### src/rtl/tx_arb_pkg.sv
// tx_arb_pkg: shared types and helpers for the transmit arbiter.
// Holds the FSM state enum and the timeout counter width function.
package tx_arb_pkg;

  typedef enum logic [2:0] {
    S_IDLE,
    S_LAUNCH,
    S_WAIT_BUSY,
    S_WAIT_DONE,
    S_FINISH
  } state_e;

  // Counter must reach limit-1; never narrower than one bit.
  function automatic int cnt_width(input int limit);
    int w;
    w = $clog2(limit);
    return (w < 1) ? 1 : w;
  endfunction

endpackage

### src/rtl/rr_select.sv
// rr_select: combinational round-robin pick over an eligible mask.
// Ports: eligible_i mask, last_i last grant; valid_o any hit, index_o pick.
module rr_select #(
  parameter int NREQ = 4,
  parameter int IW   = 2
) (
  input  logic [NREQ-1:0] eligible_i,
  input  logic [IW-1:0]   last_i,
  output logic            valid_o,
  output logic [IW-1:0]   index_o
);

  // Walk from the farthest candidate down to last+1 so the
  // nearest eligible index after last_i is the final writer.
  always_comb begin
    int j;
    logic [IW-1:0] jj;
    valid_o = 1'b0;
    index_o = '0;
    for (int k = NREQ; k >= 1; k--) begin
      j  = (int'(last_i) + k) % NREQ;
      jj = IW'(j);
      if (eligible_i[jj]) begin
        valid_o = 1'b1;
        index_o = jj;
      end
    end
  end

endmodule

### src/rtl/tx_arbiter.sv
// tx_arbiter: round-robin arbiter feeding one downstream word sender.
// Ports: req/req_word/req_bytes/enable in, ack/done/fault pulses out,
// tx_start/tx_word/tx_bytes to sender, tx_busy back, busy/owner status.
module tx_arbiter
  import tx_arb_pkg::*;
#(
  parameter int NREQ         = 4,
  parameter int BUSY_TIMEOUT = 1024
) (
  input  logic                     clk,
  input  logic                     rst_n,
  input  logic [NREQ-1:0]          req,
  input  logic [NREQ-1:0][31:0]    req_word,
  input  logic [NREQ-1:0][2:0]     req_bytes,
  input  logic [NREQ-1:0]          enable,
  output logic [NREQ-1:0]          ack,
  output logic [NREQ-1:0]          done,
  output logic                     fault,
  output logic                     tx_start,
  output logic [31:0]              tx_word,
  output logic [2:0]               tx_bytes,
  input  logic                     tx_busy,
  output logic                     busy,
  output logic [$clog2(NREQ)-1:0]  owner
);

  localparam int IW = $clog2(NREQ);
  localparam int CW = cnt_width(BUSY_TIMEOUT);

  state_e          state_q, state_d;
  logic [IW-1:0]   owner_q, owner_d;
  logic [IW-1:0]   last_q, last_d;
  logic [31:0]     word_q, word_d;
  logic [2:0]      bytes_q, bytes_d;
  logic [NREQ-1:0] ack_q, ack_d;
  logic [NREQ-1:0] done_q, done_d;
  logic            fault_q, fault_d;
  logic            flag_q, flag_d;
  logic            start_q, start_d;
  logic [CW-1:0]   cnt_q, cnt_d;

  logic            sel_valid;
  logic [IW-1:0]   sel_idx;

  rr_select #(
    .NREQ(NREQ),
    .IW  (IW)
  ) u_rr (
    .eligible_i(req & enable),
    .last_i    (last_q),
    .valid_o   (sel_valid),
    .index_o   (sel_idx)
  );

  always_comb begin
    state_d = state_q;
    owner_d = owner_q;
    last_d  = last_q;
    word_d  = word_q;
    bytes_d = bytes_q;
    ack_d   = '0;
    done_d  = '0;
    fault_d = 1'b0;
    flag_d  = flag_q;
    start_d = start_q;
    cnt_d   = cnt_q;
    unique case (state_q)
      S_IDLE: begin
        if (sel_valid) begin
          owner_d = sel_idx;
          word_d  = req_word[sel_idx];
          bytes_d = req_bytes[sel_idx];
          ack_d   = NREQ'(1) << sel_idx;
          // Nothing to send: skip the sender handshake.
          if (req_bytes[sel_idx] == 3'd0) begin
            state_d = S_FINISH;
          end else begin
            state_d = S_LAUNCH;
          end
        end
      end
      S_LAUNCH: begin
        start_d = 1'b1;
        cnt_d   = '0;
        state_d = S_WAIT_BUSY;
      end
      S_WAIT_BUSY: begin
        // Sender response wins over a same-cycle timeout.
        if (tx_busy) begin
          start_d = 1'b0;
          state_d = S_WAIT_DONE;
        end else if (cnt_q == CW'(BUSY_TIMEOUT - 1)) begin
          start_d = 1'b0;
          flag_d  = 1'b1;
          state_d = S_FINISH;
        end else begin
          cnt_d = cnt_q + CW'(1);
        end
      end
      S_WAIT_DONE: begin
        if (!tx_busy) begin
          state_d = S_FINISH;
        end
      end
      S_FINISH: begin
        done_d  = NREQ'(1) << owner_q;
        fault_d = flag_q;
        last_d  = owner_q;
        flag_d  = 1'b0;
        state_d = S_IDLE;
      end
      default: begin
        state_d = S_IDLE;
      end
    endcase
  end

  always_ff @(posedge clk or negedge rst_n) begin
    if (!rst_n) begin
      state_q <= S_IDLE;
      owner_q <= '0;
      last_q  <= IW'(NREQ - 1);
      word_q  <= '0;
      bytes_q <= '0;
      ack_q   <= '0;
      done_q  <= '0;
      fault_q <= 1'b0;
      flag_q  <= 1'b0;
      start_q <= 1'b0;
      cnt_q   <= '0;
    end else begin
      state_q <= state_d;
      owner_q <= owner_d;
      last_q  <= last_d;
      word_q  <= word_d;
      bytes_q <= bytes_d;
      ack_q   <= ack_d;
      done_q  <= done_d;
      fault_q <= fault_d;
      flag_q  <= flag_d;
      start_q <= start_d;
      cnt_q   <= cnt_d;
    end
  end

  assign ack      = ack_q;
  assign done     = done_q;
  assign fault    = fault_q;
  assign tx_start = start_q;
  assign tx_word  = word_q;
  assign tx_bytes = bytes_q;
  assign busy     = (state_q != S_IDLE);
  assign owner    = owner_q;

endmodule

### config.mk
export PLATFORM = sky130hd
export DESIGN_NAME = tx_arbiter
export DESIGN_NICKNAME = d
export VERILOG_FILES = /design/src/rtl/tx_arb_pkg.sv /design/src/rtl/rr_select.sv /design/src/rtl/tx_arbiter.sv
export SDC_FILE = /design/constraint.sdc
export NUM_CORES = 1
export LEC_CHECK = 0
export ABC_AREA = 1
export CAP_MARGIN = 10
export CORE_UTILIZATION = 36
export DETAILED_ROUTE_END_ITERATION = 10
export PLACE_DENSITY = 0.79
export RECOVER_POWER = 100
export SLEW_MARGIN = 20
export SYNTH_ARGS = -nofsm -noshare
export SYNTH_HDL_FRONTEND = slang
export SYNTH_SLANG_ARGS = --single-unit
### constraint.sdc
create_clock -name clk -period 2.1 [get_ports clk]
set_input_delay 0.525 -clock clk [delete_from_list [all_inputs] [get_ports clk]]
set_output_delay 0.525 -clock clk [all_outputs]
set_load 0.05 [all_outputs]
-- Word-level counts from Yosys, hierarchy flattened
Index checks and enable logic that the tools add are counted.
- add/subtract/negate cells: 5
- order comparisons: 5
- equality and inequality tests: 11
- shift operators: 2
- mux-type cells: 39
- bitwise logic cells: 1
- reduce and logical (&&, ||, !) cells: 10
- operators with widths (kind ; count):
    binary-select mux 32 bit (select 2 bit) ; 1
    two-way mux 32 bit ; 1
    two-way mux 10 bit ; 2
    one-hot mux 10 bit (2 select lines) ; 1
    two-way mux 3 bit ; 6
    less-than comparator 2 x 3 -> 1 bit, second input constant ; 5
    two-way mux 1 bit ; 13
    two-way mux 4 bit ; 3
    one-hot mux 3 bit (4 select lines) ; 1
    adder 10 x 1 -> 10 bit, second input constant ; 1
    equality test 10 bit, second input constant ; 1
    inequality test 2 bit, second input constant ; 5
    AND reduction 3 bit ; 3
    binary-select mux 1 bit (select 2 bit) ; 4
    two-way mux 2 bit ; 4
    left shift 1 x 2 -> 4 bit, first input constant ; 2
    binary-select mux 3 bit (select 2 bit) ; 1
    equality test 3 x 2 -> 1 bit, second input constant ; 2
    logical NOT 3 bit ; 2
    adder 2 x 1 -> 2 bit, second input constant ; 2
    adder 2 bit, second input constant ; 2
    bitwise AND 4 bit ; 1
    one-hot mux 1 bit (2 select lines) ; 2
    AND reduction 2 bit ; 2
    5 further kinds ; 6
- register bits after elaboration: 63
- output and inout port bits: 48
- word-level logic and storage cells: 84

-- Logic depth before layout (Yosys ltp)
- depth after elaboration: 13
- gate-level depth with buffers: 18
- gate-level depth less buffers: 17

-- Hierarchy
From an unflattened synthesis, not the netlist that was laid out.
- cells, all modules: 548
- area, all modules: 3877.5 µm²
- modules (own cells, without submodules) (module ; times used ; cells each ; area an instance (µm²) ; seq. area each (µm²)):
    tx_arbiter ; 1 ; 497 ; 3631.0 ; 1579.0
    rr_select ; 1 ; 51 ; 246.5 ; 0.0

-- Least setup slack after synthesis
No wires, ideal clock.
- kind: register to register
- start: reg state_q[0]
- end: reg word_q[1] (netlist: tx_word[1])
- library setup time: 90 ps
- data arrival time: 1922 ps
- path slack: 88 ps
- cell stages (with the launch flop): 9
- path buffers: 1
- cells stage by stage: dfrtp_1 -> nor3_1 -> inv_1 -> nor2_4 -> inv_2 -> nor2_1 -> buf_2 -> o21ai_0 -> o221ai_1
- word-level cells in the longest chain between the ends: 2
- RTL lines (item ; RTL line ; source):
    start, declared ; tx_arbiter.sv:30 ; state_e state_q, state_d;
    start signal, assigned ; tx_arbiter.sv:132 ; state_q <= state_d;
    logical NOT 3 bit ; tx_arbiter.sv:67 ; unique case (state_q)
    AND reduction 2 bit (no line) ; n/a ;
    end signal, assigned ; tx_arbiter.sv:135 ; word_q <= word_d;
    end, declared ; tx_arbiter.sv:33 ; logic [31:0] word_q, word_d;
Every way passes these cells.
A chain may end at the register's enable or synchronous reset.

-- Worst setup path in the final report
- start: reg last_q[0]
- end: reg word_q[12] (netlist: tx_word[12])
- word-level cells in the longest chain between the ends: 9
- elaborated cells on any way between the ends: 23
- those cells by class: 4 x add/sub; 18 x mux; 1 x reduce/logical
- RTL lines (item ; RTL line ; source):
    start, declared ; tx_arbiter.sv:32 ; logic [IW-1:0] last_q, last_d;
    start signal, assigned ; tx_arbiter.sv:122 ; last_q <= IW'(NREQ - 1);
    start signal, assigned ; tx_arbiter.sv:134 ; last_q <= last_d;
    adder 2 x 1 -> 2 bit ; rr_select.sv:21 ; j = (int'(last_i) + k) % NREQ;
    binary-select mux 1 bit (select 2 bit) ; rr_select.sv:23 ; if (eligible_i[jj]) begin
    two-way mux 1 bit (implied by the code) ; rr_select.sv:23 ;
    two-way mux 2 bit (4 in series) ; rr_select.sv:23 ;
    binary-select mux 32 bit (select 2 bit) ; tx_arbiter.sv:71 ; word_d = req_word[sel_idx];
    two-way mux 32 bit (implied by the code) ; tx_arbiter.sv:71 ;
Parallel ways exist; a longest one is shown, timed or not. The select of a mux whose other input is x is not followed.

==> reports/results.txt <==
Met2 wire len: 7720 um
Synthesized Nets: 653
Synth Instances: 501
Switch share: 52.1%
Cells along the critical path: buf_12, nand3_2, o21ai_4, nand2_2, nand2_1, nand3_2, nand2_2, nand2_4, buf_12, nand2_4, clkinvlp_4, o21ai_1, o221ai_1
Hold_ws: 442 ps
Largest family of logic cells by synthesized area: simple AND/OR/NAND/NOR gates
CTS buffer count: 9
Achievable Freq: 448 MHz
Layout cells sized above 1: 22.3%
Clock Power Share: 7.9%
Seq/Total Area, Yosys: 43.1%
DRT iter0 DRCs: 164
Crit-path max cell delay: 550 ps
Critical Path RT: 2310 ps
Compound-cell area share of the yosys netlist: 18.9%
Post-Syn Area: 3660 um2
VDD IR max: 0.00129 V
Synthesis-to-layout area growth: 84.6%
Pin count of the biggest net entering global routing: 43
Crit Path Class: reg -> reg
Worst Tran Pin Value: 1300 ps
DR WL/cell: 16.4 um
Power Internal: 6.49 mW
Num ports: 199
Commonest cells in the synthesized netlist: nor2_1, o21ai_0, nand2_1
Fill count: 804
Detailed placer's ending HPWL: 9510 um
CP Max Fanout: 6
Hold-fix buffer count after cts: 0
Average size of a mapped cell: 7.31 um2
Initial cell density of the core: 37.3%
Max transition margin: 13.4%
Worst hold path type: in -> async
Root buffer cell: clkbuf_8
DIE WIDTH: 103 um
Initial antenna violation count: 0
Worst Path Buf+Inv: 3
Tot GR Track Use: 24.4%
R2R Path End: tx_word[12]$_DFFE_PN0P_
Setup crit end kind: register
Mux cell area share after synthesis: 0%
DR WL met3: 908 um
Max Cap Violations: 0
CTS tree: done
#FFs+latches synth: 63
WP data arrival: 2450 ps
Final core occ: 68.9%
Most common flop cell mapped by yosys: dfrtp_1
Adder-cell area share of the yosys netlist: 0.341%
CORE AREA: 9820 um2
Power per cell area: 2000 nW/um2
Gr ovfl total: 0
Sinks on the clock net: 63
Die H: 103 um
Vias in the first global route: 4287
Most numerous cell in the Yosys netlist: nor2_1
Post-DRT Antenna Nets: 0
Post-synthesis cell type count: 33
Post-synth ARST share: 100%
DR vias: 4638
Outcome: finished with violations
CP top delay family: simple AND/OR/NAND/NOR gates
Nets: 895
Crit path from: last_q[0]$_DFFE_PN1P_
First-pass GRT wire length: 19500 um
R2r startpoint: last_q[0]$_DFFE_PN1P_
Cell Rows: 36
Setup WS post-layout: -133 ps
Detail-routed via count per cell: 5.26
Simple-gate share of the synthesized area: 29.2%
Startpoint types: register
RSZ-0062 raised after global routing: true
Combinational power share: 76.8%
Routability cong.: 0.810
Top routing layer in use: met4
Clock tree buffer depth: 2
Clock slew at reported path FFs: 80 ps
Yosys top cell by area: dfrtp_1
WL met1: 5390 um
DIE AREA: 10600 um2
# port buffers: 198
Final period util: 106%
LEAKAGE: 2.83 nW
Clock Skew: 8.26 ps
H-tree levels: 3
Worst skew pair latency: 340 ps
EDFF count, synth: 0
Final Hold Violating Endpoints: 0
ANT cells: 0
Post-Layout Inst Area: 6770 um2
First-pass iteration count of the detailed router: 6
Residual DRC: 0
Total Routed Length: 14500 um
Failing checks: negative setup slack
Slew Viols, Final: 0
Leading post-synthesis cells by cell area: dfrtp_1, nor2_1, o21ai_0
Final setup violation count: 35
Part of the power in registers: 15.3%
Sw power: 7.07 mW
CP max stage cell: dfstp_2
Reg2Reg Depth: 13
Worst reg2reg setup slack: -130 ps
Top cell type's share of synthesized area: 41.7%
Placed Area: 5890 um2
Post-synthesis xor/xnor area fraction: 1.19%
Min cycle time layout: 2230 ps
Synth warnings: 0
-- stage by stage --
step                setup TNS (ps)  power (mW)  setup slack (ps)  std cells
floorplan                        0        7.43              88.0        501
global placement            -14030        9.80              -375        831
detailed placement          -17740        10.0              -480        831
CTS                          -79.8        11.6             -36.7        862
global route                 -5490        14.4              -205        881
finish                       -1770        13.6              -133        881
-- worst reg2reg max path, cell delays in order, from the launching register on --
cell        delay [ps]
dfstp_2            550
buf_12             140
nand3_2            100
o21ai_4             90
nand2_2            100
nand2_1            110
nand3_2            100
nand2_2            120
nand2_4             90
buf_12             150
nand2_4            100
clkinvlp_4         200
o21ai_1            130
o221ai_1           120
-- placed cells by master, fill, tap and decap left out, types with 4 or more instances in the layout --
| cell | n |
|---|---|
| nand2_2 | 17 |
| nand2_4 | 9 |
| clkbuf_16 | 5 |
| dfrtp_1 | 61 |
| a21oi_1 | 5 |
| nor2_2 | 21 |
| clkdlybuf4s50_1 | 178 |
| o21ai_2 | 10 |
| a31oi_1 | 21 |
| nor2_1 | 118 |
| inv_2 | 4 |
| nand2_1 | 48 |
| inv_1 | 20 |
| buf_12 | 7 |
| nand3_1 | 16 |
| o21ai_0 | 29 |
| nor3_1 | 7 |
| nor2_4 | 6 |
| buf_6 | 8 |
| o221ai_1 | 9 |
| buf_4 | 37 |
| o21ai_1 | 39 |
| nand3_2 | 8 |
| clkbuf_1 | 15 |
| clkbuf_8 | 9 |
-- metal layers --
metal | GRT usage (%) | vias to the layer above
met5 | 0 | -
met4 | 9.53 | 0
met3 | 6.10 | 44
met2 | 45.7 | 222
met1 | 26.3 | 2206
li1 | - | 2166
-- repair_timing --
| action | in CTS | in global routing |
|---|---|---|
| cloned | 1 | 7 |
| gates resized for setup | 22 | 140 |
| endpoints found under the setup margin | 39 | 57 |
| buffers inserted | 14 | 12 |
| pin swaps | 9 | 43 |
-- cell families after synthesis --
group           count (synthesis)
simple gates                  256
compound gates                122
flops                          63
buf+inv                        54
xor+xnor                        5
fa+ha+maj                       1
-- state kept, by name, summed over array words and instances (netlist names) --
name      flops
tx_word      32
done          4
flag_q        1
cnt_q        10
owner         2
ack           4
tx_start      1
fault         1
state_q       3
tx_bytes      3
last_q        2
-- area by class of cell --
| cell class | count | area (um2) | area share, % |
|---|---|---|---|
| repair inverters | 1 | 7.51 | 0.111 |
| clock inverters | 7 | 72.6 | 1.07 |
| flip-flops and latches | 63 | 1580 | 23.3 |
| well taps | 133 | 166 | 2.46 |
| clock buffers | 9 | 124 | 1.83 |
| repair buffers | 256 | 2550 | 37.7 |
| multi-input cells | 384 | 2140 | 31.7 |
| inverters | 28 | 125 | 1.85 |
-- how the worst max path moves through the flow --
stage / endpoint / slack, ps / depth (start not counted)
floorplan: tx_word[1]$_DFFE_PN0P_ / 90 / 8
global placement: state_q[0]$_DFFE_PN0P_ / -380 / 17
detailed placement: tx_word[29]$_DFFE_PN0P_ / -480 / 11
CTS: state_q[0]$_DFFE_PN0P_ / -40 / 17
global route: state_q[0]$_DFFE_PN0P_ / -210 / 19
finish: tx_word[12]$_DFFE_PN0P_ / -130 / 13
-- power groups by stage --
stage	sequential [mW]	clock [mW]	combinational [mW]
2_1_floorplan	3.39	0	4.04
3_3_place_gp	2.06	0	7.74
3_5_place_dp	2.09	0	7.94
4_1_cts	2.08	1.08	8.48
5_1_grt	2.13	1.14	11.1
6_report	2.08	1.07	10.4
Power figures use the tool's default switching activity.
